==> src/rtl/cluster_csum_acc.sv <==
// Running modulo-2^DATA_W accumulator; flags when sum plus the current word wraps to zero.
module cluster_csum_acc #(
   parameter int DATA_W = 8
) (
   input  logic              clk,
   input  logic              rst_n,
   input  logic              clr_i,
   input  logic              add_i,
   input  logic [DATA_W-1:0] word_i,
   output logic              zero_o
);

   logic [DATA_W-1:0] sum_q;
   logic [DATA_W-1:0] sum_d;
   logic [DATA_W-1:0] total_s;

   // Next sum: clear has priority over add; carries fall off the top.
   always_comb begin
      total_s = sum_q + word_i;
      if (clr_i) begin
         sum_d = '0;
      end else if (add_i) begin
         sum_d = total_s;
      end else begin
         sum_d = sum_q;
      end
   end

   // Sum register
   always_ff @(posedge clk or negedge rst_n) begin
      if (!rst_n) begin
         sum_q <= '0;
      end else begin
         sum_q <= sum_d;
      end
   end

   assign zero_o = (total_s == '0);

endmodule

==> config.mk <==
export PLATFORM = sky130hd
export DESIGN_NAME = cluster_csum_acc
export DESIGN_NICKNAME = d
export VERILOG_FILES = /design/src/rtl/cluster_csum_acc.sv
export SDC_FILE = /design/constraint.sdc
export NUM_CORES = 1
export LEC_CHECK = 0
export CORE_MARGIN = 8
export CORE_UTILIZATION = 40
export CTS_BUF_LIST = sky130_fd_sc_hd__clkbuf_8 sky130_fd_sc_hd__clkbuf_16
export DETAILED_ROUTE_END_ITERATION = 6
export DONT_BUFFER_PORTS = 1
export GPL_ROUTABILITY_DRIVEN = 0
export SYNTH_ARGS = -nofsm -noshare
export SYNTH_HDL_FRONTEND = slang
export SYNTH_SLANG_ARGS = --single-unit
==> constraint.sdc <==
create_clock -name clk -period 3.6 [get_ports clk]
set_input_delay 0.72 -clock clk [delete_from_list [all_inputs] [get_ports clk]]
set_output_delay 0.72 -clock clk [all_outputs]
set_load 0.05 [all_outputs]
Word level (Yosys, flattened, before mapping)
Index checks and enable logic that the tools add are counted.
{ "word_totals": {"ff_bits": 8, "inputBits": 12, "out_inout_bits": 1, "wordCells": 6} }
{ "classes": {"addsub": 1, "n_mux": 2, "n_reduce_logical": 2} }
{ "ops": {"columns": ["operator", "count"], "rows": [
  ["two-way mux 8 bit", 2],
  ["adder 8 bit", 1],
  ["zero test 8 bit", 1],
  ["nonzero test 2 bit", 1]
]} }

Longest topological paths before layout
Gate-level depths: netlist (run 1).
{ "depth": {"ltp_word": 3, "ltp_mapped": 7, "ltp_nobuf": 7} }

Worst setup path after synthesis (run 1)
OpenSTA, ideal clock, no wires.
{ "synth_path": {"path_kind": "input-to-output", "from": "input word_i[0]", "to": "output zero_o", "arrival_ns": 3.100, "t_required_ns": 2.880, "slack_ns": -0.220, "path_stages": 6, "n_path_buf": 0, "cell_sequence": "ha_1 fa_1 xor2_1 or3_1 or3_1 nor4_2"} }
{ "synth_via": {"elab_chain_cells": 2} }
{ "synth_lines": {"columns": ["element", "line", "text"], "rows": [
  ["from (decl)", "9", "input logic [DATA_W-1:0] word_i,"],
  ["adder 8 bit", "19", "total_s = sum_q + word_i;"],
  ["zero test 8 bit", "38", "assign zero_o = (total_s == '0);"],
  ["to (decl)", "10", "output logic zero_o"]
]} }
Every way passes these cells.

Worst setup path in the final report (run 1)
Ends and elaborated chain as after synthesis.

==> flow_metrics.env, run 1 <==
export IMPL_rsz0062_at_grt="no"
export IMPL_pre_cts_ws_ps=177.4
export IMPL_post_route_min_period_ps=3415
export IMPL_synth_area_leader_cell="dfrtp_1"
export IMPL_clock_latency_ps=230
export IMPL_post_drt_wl_per_cell_um=14.55
export IMPL_synthDistinctLibCells=26
export IMPL_cts_buffers=3
export IMPL_power_switching_uw=109.3
export IMPL_p_seq_frac=0.327
export IMPL_post_cts_buffers=0
export IMPL_endpoint_kind="output port"
export IMPL_die_area_mm2=0.003125
export IMPL_postRouteAntennaNets=0
export IMPL_cts_tree="yes"
export IMPL_async_flop_share=1.000
export IMPL_setup_tns_ps=0
export IMPL_largest_register_ffs=8
export IMPL_grt_remaining_overflow=0
export IMPL_p_clk_frac=0.315
export IMPL_holdBufCountCts=0
export IMPL_initial_utilization=0.4228
export IMPL_final_nets=93
export IMPL_critPathLaunchType="input pin"
export IMPL_rows=14
export IMPL_p_comb_frac=0.358
export IMPL_synth_top_area_share=0.3143
export IMPL_skew_ps=3.002
export IMPL_r2r_start="sum_q[0]"
export IMPL_max_freq_ghz=0.2929
export IMPL_syn_nets=89
export IMPL_crit_chain="ha_1 > fa_1 > xor2_1 > or3_1 > or3_1 > nor4_4 > buf_12"
export IMPL_synth_seq_cells=8
export IMPL_power_density_mw_per_mm2=467.9
export IMPL_hold_class="input pin to asynchronous set/reset pin"
export IMPL_design_area_um2=719.4
export IMPL_synthCells=69
export IMPL_arrival_ps=2690
export IMPL_synth_edf_count=0
export IMPL_cts_root_buf="clkbuf_8"
export IMPL_yosysSeqAreaShare=0.3143
export IMPL_crit_slowest_cell="or3_1"
export IMPL_synth_warnings=0
export IMPL_vias=475
export IMPL_syn_cell_area_um2=636.9
export IMPL_clockBufferDepth=2
export IMPL_avgSynthCellArea_um2=9.230
export IMPL_irDropWorstVdd_mv=0.2309
export IMPL_portBuffers=0
export IMPL_worst_ep_required_time_ps=2880
export IMPL_synthToLayoutAreaGrowth_pct=12.97
export IMPL_grt_pass1_wl_um=2187
export IMPL_post_route_util=0.4776
export IMPL_synth_area_leaders="dfrtp_1, ha_1, mux2i_1"
export IMPL_worst_path_largest_cell_delay_ps=410
export IMPL_maxSlewHeadroom=0.7821
export IMPL_wl_um=1266
export IMPL_drt_iter0_markers=13
export IMPL_track_usage=0.08849
export IMPL_dp_cells=84
export IMPL_antenna_found_initial=0
export IMPL_cts_repair_resize_count=0
export IMPL_core_mm2=0.001506
export IMPL_grt_max_degree=9
export IMPL_drt_pass1_iter_count=4
export IMPL_r2r_cells=7
export IMPL_drc_errors=0
export IMPL_grt_pass1_vias=490
export IMPL_power_uw=336.7
export IMPL_path_common_cell="or3_1"
export IMPL_synth_flop_cell="dfrtp_1"
export IMPL_holdWs_ps=186.9
export IMPL_max_flop_register="sum_q"
export IMPL_drv_slew=0
export IMPL_ios=13
export IMPL_finalHoldViolCount=0
export IMPL_switching_share=0.3248
export IMPL_status="finished clean"
export IMPL_setup_viol=0
export IMPL_die_x_um=55.90
export IMPL_insertedDiodeCount=0
export IMPL_clk_pin_slew_ps=40
export IMPL_largestRegisters="sum_q (8)"
export IMPL_post_dp_cell_area_um2=678.2
export IMPL_tightest_slew_ps=324.5
export IMPL_clock_sinks=8
export IMPL_leakagePower_nw=0.3394
export IMPL_drive_gt1_frac=0.08451
export IMPL_cts_htree_levels=1
export IMPL_worstSetupPathType="input pin to output port"
export IMPL_worst_slack_ps=185.4
export IMPL_maxCapViolations=0
export IMPL_reg2reg_to="sum_q[6]"
export IMPL_die_h_um=55.90
export IMPL_crit_fanout=2
export IMPL_stdcell_count=87
export IMPL_p_int_uw=227.3
export IMPL_period_share=0.9485
export IMPL_synthTopCellsByCount="nor2_1, dfrtp_1, ha_1"
export IMPL_routed_via_density=5.460
export IMPL_r2r_setup_slack_ps=1770
export IMPL_synthMostInstantiatedCell="nor2_1"
how the worst max path moves through the flow:
stage | start | to | cells after the start | slack [ps]
2_1_floorplan | word_i[0] | zero_o | 6 | 70
3_3_place_gp | word_i[0] | zero_o | 7 | 180
3_5_place_dp | word_i[0] | zero_o | 7 | 180
4_1_cts | word_i[0] | zero_o | 7 | 180
5_1_grt | word_i[0] | zero_o | 7 | 100
6_report | word_i[0] | zero_o | 7 | 190
cell usage in the layout (no fill, tap or decap):
| master | synthesis | final |
|---|---|---|
| ha_1 | 7 | 7 |
| nand3_1 | 1 | 1 |
| o21ai_0 | 1 | 1 |
| a21oi_1 | 4 | 4 |
| buf_12 | 0 | 1 |
| or3_1 | 2 | 2 |
| xnor2_1 | 2 | 2 |
| clkbuf_8 | 0 | 3 |
| fa_1 | 1 | 1 |
| a22o_1 | 2 | 2 |
| xor2_1 | 4 | 4 |
| nor3_1 | 3 | 3 |
| a21boi_1 | 1 | 1 |
| dfrtp_1 | 8 | 8 |
| nor4_4 | 0 | 1 |
| a41oi_1 | 1 | 1 |
| nor2_1 | 13 | 13 |
| o21bai_1 | 1 | 1 |
| nand2_1 | 3 | 3 |
| nor2b_1 | 1 | 1 |
| a211oi_2 | 1 | 1 |
| inv_1 | 2 | 2 |
| o21a_1 | 1 | 1 |
| mux2i_1 | 5 | 5 |
| o21ai_1 | 1 | 1 |
| a221oi_1 | 1 | 1 |
critical path, delay by kind of cell:
family                     cells  cell delay [ps]
and+or+nand+nor                3              990
adders and majority gates      2              610
buffers and inverters          1              180
xor gates and xnor gates       1              190
cells by family (layout without fill, tap and decap cells):
group	after synthesis	in the layout	share of synthesized area
AOI/OAI and AO/OA	14	14	0.1572
adders and majority gates	8	8	0.1690
xor gates and xnor gates	6	6	0.08251
muxes	5	5	0.07859
and+or+nand+nor	24	24	0.1748
buffers and inverters	4	6	0.02357
DFF	8	8	0.3143
power by group through the flow:
stage	clock [mW]	sequential (mW)	combinational, mW
floorplan	0	0.109	0.105
global placement	0	0.111	0.119
detailed placement	0	0.111	0.120
CTS	0.108	0.110	0.121
global route	0.112	0.112	0.137
finish	0.106	0.110	0.121
layer usage:
metal | vias up | track usage | share of wire
met4 | 0 | 0.07216 | 0.033
met3 | 5 | 0.02740 | 0.045
met2 | 10 | 0.1186 | 0.42
li1 | 249 | - | -
met1 | 211 | 0.1114 | 0.50
met5 | - | 0 | 0
area by class of cell:
cell class                      count  area [um^2]
Clock buffer                        3        41.29
Inverter                            2        7.507
Tap cell                           16        20.02
Multi-Input combinational cell     57        430.4
Fill cell                         142        787.0
Timing Repair Buffer                1        20.02
Sequential cell                     8        200.2
Note: power is estimated with default switching activity, not from simulation.
==> inputs of run 2 (changes only) <==
--- a/config.mk
+++ b/config.mk
@@ -11,6 +11,7 @@
 export DETAILED_ROUTE_END_ITERATION = 6
 export DONT_BUFFER_PORTS = 1
 export GPL_ROUTABILITY_DRIVEN = 0
+export SKIP_CTS_REPAIR_TIMING = 1
 export SYNTH_ARGS = -nofsm -noshare
 export SYNTH_HDL_FRONTEND = slang
 export SYNTH_SLANG_ARGS = --single-unit
==> results of run 2 <==
No change in the layout: final DEF, timing and power equal those of run 1.
